[src/rtl/demux3_pkg.sv]
// Shared constants and types for the three-lane word dispatcher.
// Destination codes, lane count and the round-robin pointer type.
package demux3_pkg;

   localparam int NUM_LANES = 3;

   localparam logic [1:0] DEST_L0 = 2'd0;
   localparam logic [1:0] DEST_L1 = 2'd1;
   localparam logic [1:0] DEST_L2 = 2'd2;
   localparam logic [1:0] DEST_RR = 2'd3;

   typedef enum logic [1:0] {
      RR_L0 = 2'd0,
      RR_L1 = 2'd1,
      RR_L2 = 2'd2
   } rr_t;

   function automatic rr_t rr_next(input rr_t cur);
      rr_t nxt;
      unique case (cur)
         RR_L0:   nxt = RR_L1;
         RR_L1:   nxt = RR_L2;
         default: nxt = RR_L0;
      endcase
      return nxt;
   endfunction

endpackage

[src/rtl/demux3_lane_dispatcher_lane_slot.sv]
// One output lane: single-entry word register with valid flag
// and a free-running count of words loaded into the lane.
module lane_slot
   import demux3_pkg::*;
#(
   parameter int DW = 8,
   parameter int CW = 8
) (
   input  logic          CLK,
   input  logic          RSTB,
   input  logic          load,
   input  logic [DW-1:0] data_in,
   input  logic          ready_in,
   output logic          valid_out,
   output logic [DW-1:0] data_out,
   output logic [CW-1:0] cnt,
   output logic          free
);

   logic          valid_q;
   logic [DW-1:0] data_q;
   logic [CW-1:0] cnt_q;

   // A full lane that drains this cycle can take a new word at once.
   assign free      = ~valid_q | ready_in;
   assign valid_out = valid_q;
   assign data_out  = data_q;
   assign cnt       = cnt_q;

   always_ff @(posedge CLK or negedge RSTB) begin
      if (!RSTB) begin
         valid_q <= 1'b0;
         data_q  <= '0;
         cnt_q   <= '0;
      end else if (load) begin
         valid_q <= 1'b1;
         data_q  <= data_in;
         cnt_q   <= cnt_q + 1'b1;
      end else if (valid_q && ready_in) begin
         valid_q <= 1'b0;
      end
   end

endmodule

[src/rtl/demux3_lane_dispatcher.sv]
// 1-to-3 valid/ready dispatcher: explicit or round-robin lane select,
// one registered entry per lane, in-order with head-of-line blocking.
module demux3_lane_dispatcher
   import demux3_pkg::*;
#(
   parameter int DW = 8,
   parameter int CW = 8
) (
   input  logic          CLK,
   input  logic          RSTB,
   input  logic [DW-1:0] IN_DATA,
   input  logic [1:0]    IN_DEST,
   input  logic          IN_VALID,
   output logic          IN_READY,
   output logic [DW-1:0] OUT_DATA0,
   output logic [DW-1:0] OUT_DATA1,
   output logic [DW-1:0] OUT_DATA2,
   output logic [2:0]    OUT_VALID,
   input  logic [2:0]    OUT_READY,
   output logic [CW-1:0] CNT0,
   output logic [CW-1:0] CNT1,
   output logic [CW-1:0] CNT2
);

   rr_t           rr_ptr;
   logic [1:0]    tgt;
   logic [2:0]    free;
   logic [2:0]    load;
   logic          tgt_free;
   logic          accept;
   logic [DW-1:0] lane_data [NUM_LANES];
   logic [CW-1:0] lane_cnt  [NUM_LANES];

   assign tgt = (IN_DEST == DEST_RR) ? rr_ptr : IN_DEST;

   always_comb begin
      tgt_free = 1'b0;
      unique case (tgt)
         DEST_L0: tgt_free = free[0];
         DEST_L1: tgt_free = free[1];
         DEST_L2: tgt_free = free[2];
         default: tgt_free = 1'b0;
      endcase
   end

   // Held low during reset even though every lane reads as free.
   assign IN_READY = RSTB & tgt_free;
   assign accept   = IN_VALID & IN_READY;

   always_ff @(posedge CLK or negedge RSTB) begin
      if (!RSTB) begin
         rr_ptr <= RR_L0;
      end else if (accept && IN_DEST == DEST_RR) begin
         rr_ptr <= rr_next(rr_ptr);
      end
   end

   for (genvar i = 0; i < NUM_LANES; i++) begin : g_lane
      assign load[i] = accept & (tgt == 2'(i));

      lane_slot #(
         .DW(DW),
         .CW(CW)
      ) u_slot (
         .CLK      (CLK),
         .RSTB     (RSTB),
         .load     (load[i]),
         .data_in  (IN_DATA),
         .ready_in (OUT_READY[i]),
         .valid_out(OUT_VALID[i]),
         .data_out (lane_data[i]),
         .cnt      (lane_cnt[i]),
         .free     (free[i])
      );
   end

   assign OUT_DATA0 = lane_data[0];
   assign OUT_DATA1 = lane_data[1];
   assign OUT_DATA2 = lane_data[2];
   assign CNT0      = lane_cnt[0];
   assign CNT1      = lane_cnt[1];
   assign CNT2      = lane_cnt[2];

endmodule

[config.mk]
export PLATFORM = sky130hd
export DESIGN_NAME = demux3_lane_dispatcher
export DESIGN_NICKNAME = d
export VERILOG_FILES = /design/src/rtl/demux3_pkg.sv /design/src/rtl/demux3_lane_dispatcher_lane_slot.sv /design/src/rtl/demux3_lane_dispatcher.sv
export SDC_FILE = /design/constraint.sdc
export NUM_CORES = 1
export LEC_CHECK = 0
export BUFFER_PORTS_ARGS = -buffer_cell sky130_fd_sc_hd__buf_2
export CAP_MARGIN = 0
export CORE_UTILIZATION = 51
export DETAILED_ROUTE_END_ITERATION = 6
export PLACE_DENSITY_LB_ADDON = 0.15
export SYNTH_ARGS = -nofsm -noshare
export SYNTH_HDL_FRONTEND = slang
export SYNTH_SLANG_ARGS = --single-unit
[constraint.sdc]
create_clock -name CLK -period 2.4 [get_ports CLK]
set_input_delay 0.12 -clock CLK [delete_from_list [all_inputs] [get_ports CLK]]
set_output_delay 0.12 -clock CLK [all_outputs]
set_load 0.02 [all_outputs]
==> flow_metrics.py, run 1 <==
metrics = {
    "run_status": {
        "status": "finished, final reports clean",
    },
    "sta": {
        "worst_slew_pin_slew_ns": 0.6604,
        "clock.fmax_mhz": 497.6,
        "post-route-period-util_pct": 83.74,
        "whs_ns": 0.03737,
        "fin_ws_ns": 0.3903,
        "hold_viol_final": 0,
        "report.final.slew_viol_count": 0,
        "maxSlewHeadroom_pct": 55.98,
        "period_minus_slack_ns": 2.010,
        "rsz0062_at_grt": "false",
        "skew_ns": 0.008407,
        "setup_violations": 0,
        "tns_ns": 0,
    },
    "floorplanning": {
        "start_util_pct": 53.77,
        "dieArea_um2": 4898,
        "die_x_um": 69.99,
        "row_count": 24,
        "core-area_um2": 4384,
        "die_y_um": 69.99,
        "io_pins": 68,
    },
    "power": {
        "p_seq_share_pct": 43.6,
        "powerDensity_nw_per_um2": 1149,
        "pwr-share-comb_pct": 37.3,
        "leakage_uw": 0.001354,
        "max-vdd-ir-drop_mv": 0.6465,
        "p_sw_share_pct": 37.18,
        "p_switching_uw": 1210,
        "p_clk_share_pct": 19.0,
        "p_int_uw": 2043,
    },
    "grt": {
        "grt_overflow": 0,
        "antenna_found_initial": 0,
        "grt_usage_pct": 17.85,
        "grt_pass1_vias": 1412,
        "grt_max_degree": 55,
        "grt_pass1_wl_um": 6741,
    },
    "clocking": {
        "numCtsBuffers": 5,
        "htree_levels": 2,
        "clk_pin_slew_ns": 0.09,
        "cts_tree": "built",
        "insertion_delay_ns": 0.31,
        "cts-resized-gates": 0,
        "clock_sinks": 53,
        "clockRootBuffer": "clkbuf_8",
        "cts_setup_buffers": 0,
        "clk_path_buf_depth": 2,
    },
    "worst_hold_path": {
        "min_path_type": "input pin to register",
        "hold-path-cell-count": 2,
        "hold_start": "OUT_READY[2]",
    },
    "setup_path": {
        "worstSetupEndpointType": "register",
        "path_cells": "and4bb_4 -> o211ai_1 -> a31oi_4 -> mux2_2",
        "cp-start-kind": "register",
        "criticalPathCategory": "register to register",
        "slowest_delay_ns": 0.52,
        "startpoint": "rr_ptr[1]$_DFFE_PN0P_",
        "crit_fanout": 16,
        "worstPathArrival_ns": 2.21,
        "cp.required_ns": 2.60,
        "rr_startpoint": "rr_ptr[1]$_DFFE_PN0P_",
        "r2r_cells": 4,
        "crit_path_top_delay_cell": "a31oi_4",
    },
    "synthesis": {
        "netlist_area_um2": 2357,
        "synth-main-ff-cell": "dfrtp_1",
        "synth_cell_type_count": 26,
        "synth_edf_count": 0,
        "avgSynthCellArea_um2": 14.03,
        "synth_top_area_share_pct": 56.26,
        "async_flop_share_pct": 100.0,
        "synth_nets": 187,
        "syn_inst": 168,
        "ys_ff_latch": 53,
        "synth.largest_area_cell": "dfrtp_1",
        "synthTopCellsByArea": "dfrtp_1 56%, mux2_2 11%, xnor2_1 7.1%",
        "synth_commonest_cells": "53 x dfrtp_1, 22 x mux2_2, 19 x xnor2_1",
        "yosysSeqAreaShare_pct": 56.26,
        "synth_warnings": 0,
        "yosysMostFrequentCell": "dfrtp_1",
    },
    "place": {
        "gp_congestion": 0.7789,
        "port_buffers": 67,
        "dp_hpwl_um": 2915,
        "pre_cts_ws_ns": 0.3753,
    },
    "routing": {
        "dr.pass1.iters": 4,
        "viasPerCell": 5.372,
        "wl_um": 4051,
        "drt-wirelength-per-cell_um": 13.97,
        "drc_errors": 0,
        "vias": 1558,
        "drt_iter0_markers": 55,
        "ant_nets": 0,
    },
    "layout": {
        "area_growth_pct": 20.12,
        "drive_gt1_share_pct": 44.96,
        "nets": 256,
        "n_antenna_cell": 0,
        "fillCellCount": 362,
    },
    "flow_run": {
        "maxCapViolCount": 0,
    },
}
-- cells by family (layout without fill, tap and decap cells) --
| logic type | count (synthesis) | count (layout) | share of synthesized area [%] |
|---|---|---|---|
| buffers and inverters | 11 | 81 | 3.185 |
| XOR/XNOR | 22 | 22 | 8.174 |
| flip-flops | 53 | 53 | 56.26 |
| multiplexers | 28 | 28 | 13.38 |
| AND/OR/NAND/NOR | 39 | 39 | 9.979 |
| adder cells (fa/ha/maj) | 3 | 3 | 1.593 |
| AO/OA/AOI/OAI | 12 | 12 | 7.431 |
-- worst max-delay path, delay by kind of cell (launching register included) --
family | cells | cell delay, ns
and+or+nand+nor | 1 | 0.37
DFF | 1 | 0.42
AOI/OAI and AO/OA | 2 | 0.70
muxes | 1 | 0.41
-- per-stage QoR --
stage / total power (uW) / util, % / std cells / cell area (um2)
final: 3253 / 64.58 / 290 / 2831
after global routing: 3433 / 64.58 / 290 / 2831
after CTS: 3290 / 64.58 / 290 / 2831
after detailed placement: 2662 / 61.70 / 281 / 2705
after global placement: 2639 / 61.70 / 281 / 2705
after floorplan: 2245 / - / 168 / 2357
-- worst paths after layout --
check | endpoint | slack [ns]
worst min-delay path | g_lane[2].u_slot.valid_out$_DFFE_PN0P_ | 0.04
worst max register to register | g_lane[0].u_slot.data_out[7]$_DFFE_PN0P_ | 0.39
max in group asynchronous | g_lane[2].u_slot.data_out[2]$_DFFE_PN0P_ | 1.46
worst min register to register | g_lane[1].u_slot.cnt[7]$_DFFE_PN0P_ | 0.47
worst max-delay path | g_lane[0].u_slot.data_out[7]$_DFFE_PN0P_ | 0.39
min in group asynchronous | g_lane[0].u_slot.cnt[2]$_DFFE_PN0P_ | 0.49
-- power groups by stage --
stage               registers, uW  logic, uW  clock network [uW]
floorplan                    1770        471                   0
global placement             1430       1210                   0
detailed placement           1430       1230                   0
CTS                          1420       1230                 639
global route                 1460       1300                 669
finish                       1420       1210                 619
-- routing by layer --
layer	track usage [%]	part of all wire, %	vias up	wire length [um]
met5	0	0	-	0
met4	10.22	2.6	0	104
met3	4.762	6.2	10	251
met2	25.32	44	58	1771
met1	24.73	48	755	1925
li1	-	-	735	-
-- cell type report --
type | instances | area (um2) | share of cell area (%)
Inverter | 4 | 15.01 | 0.5303
Tap cell | 52 | 65.06 | 2.298
Sequential cell | 53 | 1326 | 46.84
Clock buffer | 7 | 86.33 | 3.049
Clock inverter | 1 | 30.03 | 1.061
Timing Repair Buffer | 69 | 352.8 | 12.46
Multi-Input combinational cell | 104 | 955.9 | 33.76
-- cell usage in the layout (no fill, tap or decap), drive strengths merged, types with 2 or more instances in the layout --
| cell type | instances |
|---|---|
| a31oi | 3 |
| and2 | 4 |
| and2b | 2 |
| and3 | 6 |
| buf | 68 |
| clkbuf | 7 |
| dfrtp | 53 |
| ha | 3 |
| inv | 4 |
| mux2 | 28 |
| nand2 | 6 |
| nand3 | 3 |
| nand4 | 12 |
| nor2 | 3 |
| o2111ai | 2 |
| o21ai | 2 |
| o221ai | 2 |
| o22ai | 2 |
| xnor2 | 19 |
| xor2 | 3 |
-- flip-flops by register name, indices dropped and copies added (netlist names) --
register,cells
g_lane.u_slot.data_out,24
g_lane.u_slot.valid_out,3
rr_ptr,2
g_lane.u_slot.cnt,24
-- what timing repair did --
item / CTS / global route
hold buffers: 1 / 0
hold endpoints to repair: 53 / 0
setup endpoints to repair: 0 / 0
(Power assumes the default switching activity.)
==> inputs of run 2 (changes only) <==
Settings changed: CORE_UTILIZATION 51 to 46.
Clock period 2.4 ns to 1.7 ns, I/O delays scaled along.
==> flow_metrics.py, run 2 (same netlist as run 1, synthesis figures left out) <==
metrics = {
    "setup_path": {
        "r2r_setup_slack_ns": -0.10,
        "worstSetupEndpointType": "primary output",
        "cp.required_ns": 1.62,
        "crit_fanout": 5,
        "criticalPathCategory": "register to primary output",
        "worstPathArrival_ns": 1.72,
        "cp-start-kind": "register",
    },
    "clocking": {
        "numCtsBuffers": 5,
        "clk_pin_slew_ns": 0.08,
        "insertion_delay_ns": 0.29,
        "clock_sinks": 53,
        "clk_path_buf_depth": 2,
        "htree_levels": 2,
        "clockRootBuffer": "clkbuf_8",
        "cts_tree": "built",
    },
    "run_status": {
        "violations": "negative setup slack",
        "status": "finished, violations left",
    },
    "flow_run": {
        "maxCapViolCount": 0,
    },
    "layout": {
        "area_growth_pct": 33.65,
        "final_common_cell": "buf_2",
        "nets": 273,
        "final_cell_mix": "66 x buf_2, 53 x dfrtp_1, 21 x mux2_4, 19 x xnor2_1, 12 x nand4_1",
        "n_antenna_cell": 0,
        "final_cell_area_um2": 3151,
        "fillCellCount": 383,
        "seq_area_um2": 1326,
        "drive_gt1_share_pct": 53.15,
        "multi_input_area_um2": 1077,
    },
    "routing": {
        "dr.pass1.iters": 4,
        "wl_um": 4678,
        "ant_nets": 0,
        "drt-wirelength-per-cell_um": 14.57,
        "vias": 1655,
        "drt_iter0_markers": 78,
        "viasPerCell": 5.156,
        "drc_errors": 0,
    },
    "grt": {
        "grt_usage_pct": 18.11,
        "grt_overflow": 0,
        "antenna_found_initial": 0,
        "grt_pass1_wl_um": 7307,
        "grt_max_degree": 30,
        "grt_pass1_vias": 1462,
    },
    "floorplanning": {
        "core-area_um2": 4817,
        "dieArea_um2": 5415,
        "die_y_um": 73.59,
        "start_util_pct": 48.94,
        "io_pins": 68,
        "row_count": 25,
        "die_x_um": 73.59,
    },
    "sta": {
        "fin_ws_ns": -0.1094,
        "maxSlewHeadroom_pct": 74.18,
        "report.final.slew_viol_count": 0,
        "clock.fmax_mhz": 552.7,
        "hold_viol_final": 0,
        "post-route-period-util_pct": 106.4,
        "worst_slew_pin_slew_ns": 0.3874,
        "setup_violations": 36,
        "period_minus_slack_ns": 1.809,
        "skew_ns": 0.003684,
        "rsz0062_at_grt": "true",
        "tns_ns": -1.734,
    },
    "power": {
        "leakage_uw": 0.001511,
        "max-vdd-ir-drop_mv": 0.8811,
        "powerDensity_nw_per_um2": 1540,
        "totalPowerFinal_uw": 4850,
    },
    "place": {
        "pre_cts_ws_ns": -0.07408,
        "dp_hpwl_um": 3194,
        "gp_congestion": 0.8174,
        "port_buffers": 67,
        "dpl_cell_area_um2": 2840,
    },
    "worst_hold_path": {
        "min_path_type": "input pin to register",
    },
}
-- run 2: changes by cell type in the layout (fill, tap and decap cells not counted), moves of 2 or more --
cell       previous run  this run
buf_12                0         4
buf_4                 1         7
mux2_2               22         7
o2111ai_1             2         0
buf_6                 0         7
mux2_1                6         0
mux2_4                0        21
o2111ai_2             0         2
-- run 2: path summary, 6_finish.rpt --
check	startpoint	endpoint	cells after the start
max reg2reg	rr_ptr[0]$_DFFE_PN0P_	g_lane[0].u_slot.data_out[0]$_DFFE_PN0P_	6
max	rr_ptr[0]$_DFFE_PN0P_	IN_READY	6
min	OUT_READY[1]	g_lane[1].u_slot.valid_out$_DFFE_PN0P_	2
max in group asynchronous	RSTB	g_lane[1].u_slot.valid_out$_DFFE_PN0P_	4
min in group asynchronous	RSTB	g_lane[0].u_slot.cnt[1]$_DFFE_PN0P_	3
min reg2reg	g_lane[0].u_slot.cnt[7]$_DFFE_PN0P_	g_lane[0].u_slot.cnt[7]$_DFFE_PN0P_	1
-- run 2: area by class of cell --
| type | count | share of cell area, % |
|---|---|---|
| inverters | 4 | 0.4766 |
| multi-input cells | 104 | 34.19 |
| well taps | 67 | 2.661 |
| repair buffers | 86 | 17.83 |
| clock buffers | 7 | 2.740 |
| flip-flops and latches | 53 | 42.10 |
-- run 2: repair_timing --
action | CTS | global route
endpoints found under the hold margin | 27 | 0
pin swaps | 6 | 8
gates resized for setup | 8 | 21
endpoints found under the setup margin | 33 | 47
hold buffers | 3 | 0
buffers inserted | 4 | 5
-- run 2: report_power, final --
| group | total [uW] | switching [uW] | internal [uW] |
|---|---|---|---|
| Sequential | 2050 | 351 | 1700 |
| Combinational | 2110 | 1090 | 1010 |
| Clock | 691 | 367 | 324 |
-- run 2: through the flow --
| step | hold slack [ns] | utilization [%] | cells |
|---|---|---|---|
| after floorplan | -0.2106 | - | 168 |
| after global placement | 0.3190 | 58.96 | 302 |
| after detailed placement | 0.3208 | 58.96 | 302 |
| after CTS | 0.01040 | 62.83 | 316 |
| after global routing | 0.02231 | 65.40 | 321 |
| final | 0.02347 | 65.40 | 321 |
-- run 2: critical path, cell delays in order, from the launching register on --
cell	delay (ns)
dfrtp_1	0.42
and4bb_4	0.27
o21ai_4	0.22
and3_4	0.25
buf_6	0.11
nor2_4	0.03
buf_6	0.12
-- run 2: routing by layer --
metal,wire length (um),track usage (%)
met5,0,0
met4,58,6.410
met3,271,4.252
met2,2147,25.38
met1,2201,27.26
==> inputs of run 3 (changes only) <==
--- a/config.mk
+++ b/config.mk
@@ -14,2 +14,3 @@
 export SYNTH_HDL_FRONTEND = slang
 export SYNTH_SLANG_ARGS = --single-unit
+export TNS_END_PERCENT = 20
==> constraint.sdc (replaced) <==
create_clock -name CLK -period 1.7 [get_ports CLK]
set_input_delay 0.085 -clock CLK [delete_from_list [all_inputs] [get_ports CLK]]
set_output_delay 0.085 -clock CLK [all_outputs]
set_load 0.01 [all_outputs]
==> flow_metrics.py, run 3 (same netlist as run 1, synthesis figures left out) <==
metrics = {
    "power": {
        "powerDensity_nw_per_um2": 1453,
        "max-vdd-ir-drop_mv": 0.8433,
        "totalPowerFinal_uw": 4489,
        "leakage_uw": 0.001491,
    },
    "sta": {
        "report.final.slew_viol_count": 0,
        "hold_viol_final": 53,
        "worst_slew_pin_slew_ns": 0.6665,
        "fin_ws_ns": -0.1095,
        "post-route-period-util_pct": 106.4,
        "whs_ns": -0.05772,
        "setup_violations": 41,
        "skew_ns": 0.005834,
        "rsz0062_at_grt": "true",
        "maxSlewHeadroom_pct": 55.57,
        "clock.fmax_mhz": 552.6,
        "period_minus_slack_ns": 1.810,
    },
    "setup_path": {
        "crit_fanout": 8,
        "slowest_delay_ns": 0.43,
        "criticalPathCategory": "register to register",
        "path_buf_inv": 2,
        "path_cells": "and4bb_4 -> o21ai_4 -> buf_12 -> a31oi_4 -> clkbuf_16 -> mux2_4",
        "worstPathArrival_ns": 2.00,
        "cp-start-kind": "register",
        "cpLargestDelayFamily": "flip-flops",
        "worstSetupEndpointType": "register",
        "cp.required_ns": 1.89,
        "crit_path_top_delay_cell": "dfrtp_1",
    },
    "grt": {
        "grt_overflow": 0,
        "grt_max_degree": 55,
        "antenna_found_initial": 0,
        "grt_pass1_wl_um": 7320,
        "grt_pass1_vias": 1530,
        "grt_usage_pct": 17.78,
    },
    "routing": {
        "drt_iter0_markers": 78,
        "drc_errors": 0,
        "wl_um": 4570,
        "drt-wirelength-per-cell_um": 14.51,
        "vias": 1588,
        "ant_nets": 0,
        "dr.pass1.iters": 4,
        "viasPerCell": 5.041,
    },
    "clocking": {
        "cts_tree": "built",
        "clk_pin_slew_ns": 0.09,
        "clk_path_buf_depth": 2,
        "numCtsBuffers": 5,
        "insertion_delay_ns": 0.30,
        "htree_levels": 2,
        "clockRootBuffer": "clkbuf_8",
        "clock_sinks": 53,
    },
    "run_status": {
        "status": "finished, violations left",
        "violations": "negative hold slack, negative setup slack",
    },
    "place": {
        "gp_congestion": 0.7876,
        "dp_hpwl_um": 3072,
        "dpl_cell_area_um2": 2809,
        "port_buffers": 67,
        "pre_cts_ws_ns": -0.05394,
    },
    "flow_run": {
        "maxCapViolCount": 0,
    },
    "layout": {
        "drive_gt1_share_pct": 50.40,
        "fin_util_pct": 64.13,
        "nets": 267,
        "n_antenna_cell": 0,
        "final_cell_mix": "66 x buf_2, 53 x dfrtp_1, 26 x mux2_4, 19 x xnor2_1, 12 x nand4_1",
        "final_common_cell": "buf_2",
        "fillCellCount": 411,
        "area_growth_pct": 31.05,
        "final_cell_area_um2": 3089,
    },
    "floorplanning": {
        "start_util_pct": 48.94,
        "io_pins": 68,
        "die_x_um": 73.59,
        "row_count": 25,
        "dieArea_um2": 5415,
        "die_y_um": 73.59,
        "core-area_um2": 4817,
    },
    "worst_hold_path": {
        "min_path_type": "input pin to async pin",
    },
}
==> run 3: cell types whose count changed in the layout (fill, tap and decap cells not counted), sizes merged <==
| cell | previous run | this run |
|---|---|---|
| buf | 84 | 78 |
| clkinvlp | 0 | 1 |
| dlygate4sd3 | 2 | 1 |
==> run 3: final cells by class <==
| type | count | area [um2] | share of cell area, % |
|---|---|---|---|
| clock buffer | 6 | 82.58 | 2.673 |
| clock inverter | 1 | 7.507 | 0.2430 |
| inverter | 4 | 15.01 | 0.4860 |
| multi-input combinational | 104 | 1066 | 34.51 |
| sequential | 53 | 1326 | 42.93 |
| tap | 67 | 83.83 | 2.714 |
| timing repair buffer | 80 | 508.0 | 16.44 |
==> run 3: worst paths after layout <==
check | depth (start not counted) | startpoint | end | slack, ns
min in group CLK | 2 | OUT_READY[1] | g_lane[1].u_slot.valid_out$_DFFE_PN0P_ | 0.02
hold reg to reg | 1 | g_lane[0].u_slot.cnt[7]$_DFFE_PN0P_ | g_lane[0].u_slot.cnt[7]$_DFFE_PN0P_ | 0.47
hold / removal | 2 | RSTB | g_lane[0].u_slot.cnt[5]$_DFFE_PN0P_ | -0.06
max in group asynchronous | 2 | RSTB | g_lane[1].u_slot.data_out[0]$_DFFE_PN0P_ | 1.31
setup / recovery | 6 | rr_ptr[1]$_DFFE_PN0P_ | g_lane[1].u_slot.data_out[6]$_DFFE_PN0P_ | -0.11
setup reg to reg | 6 | rr_ptr[1]$_DFFE_PN0P_ | g_lane[1].u_slot.data_out[6]$_DFFE_PN0P_ | -0.11
==> run 3: worst reg2reg max path: cells and delay by family, from the launching register on <==
family | cells | cell delay (ns)
AOI/OAI and AO/OA | 2 | 0.27
buffers and inverters | 2 | 0.33
DFF | 1 | 0.43
muxes | 1 | 0.29
and+or+nand+nor | 1 | 0.38
==> run 3: where the power goes <==
part	leakage, uW	switching (uW)	internal (uW)
registers	0.000672	334	1700
clock network	0.0000433	401	323
logic	0.000776	742	989
==> run 3: metal layers <==
| metal | GRT usage [%] | up-vias | wire [um] |
|---|---|---|---|
| li1 | - | 756 | - |
| met1 | 25.49 | 788 | 2194 |
| met2 | 27.52 | 40 | 2151 |
| met3 | 3.841 | 4 | 190 |
| met4 | 4.487 | 0 | 33 |
| met5 | 0 | - | 0 |
==> run 3: repair_timing <==
action / CTS / global route
hold buffers: 1 / 0
cloned: 0 / 1
endpoints found under the hold margin: 54 / 0
pin swaps: 11 / 11
endpoints found under the setup margin: 32 / 47
resized for setup: 15 / 14
setup buffers: 3 / 1
==> run 3: per-stage QoR <==
| stage | setup TNS (ns) | instances |
|---|---|---|
| after global routing | -4.454 | 315 |
| after detailed placement | -0.6126 | 302 |
| after global placement | -0.2957 | 302 |
| after floorplan | -0.3834 | 168 |
| after CTS | -2.886 | 313 |
| final | -2.365 | 315 |
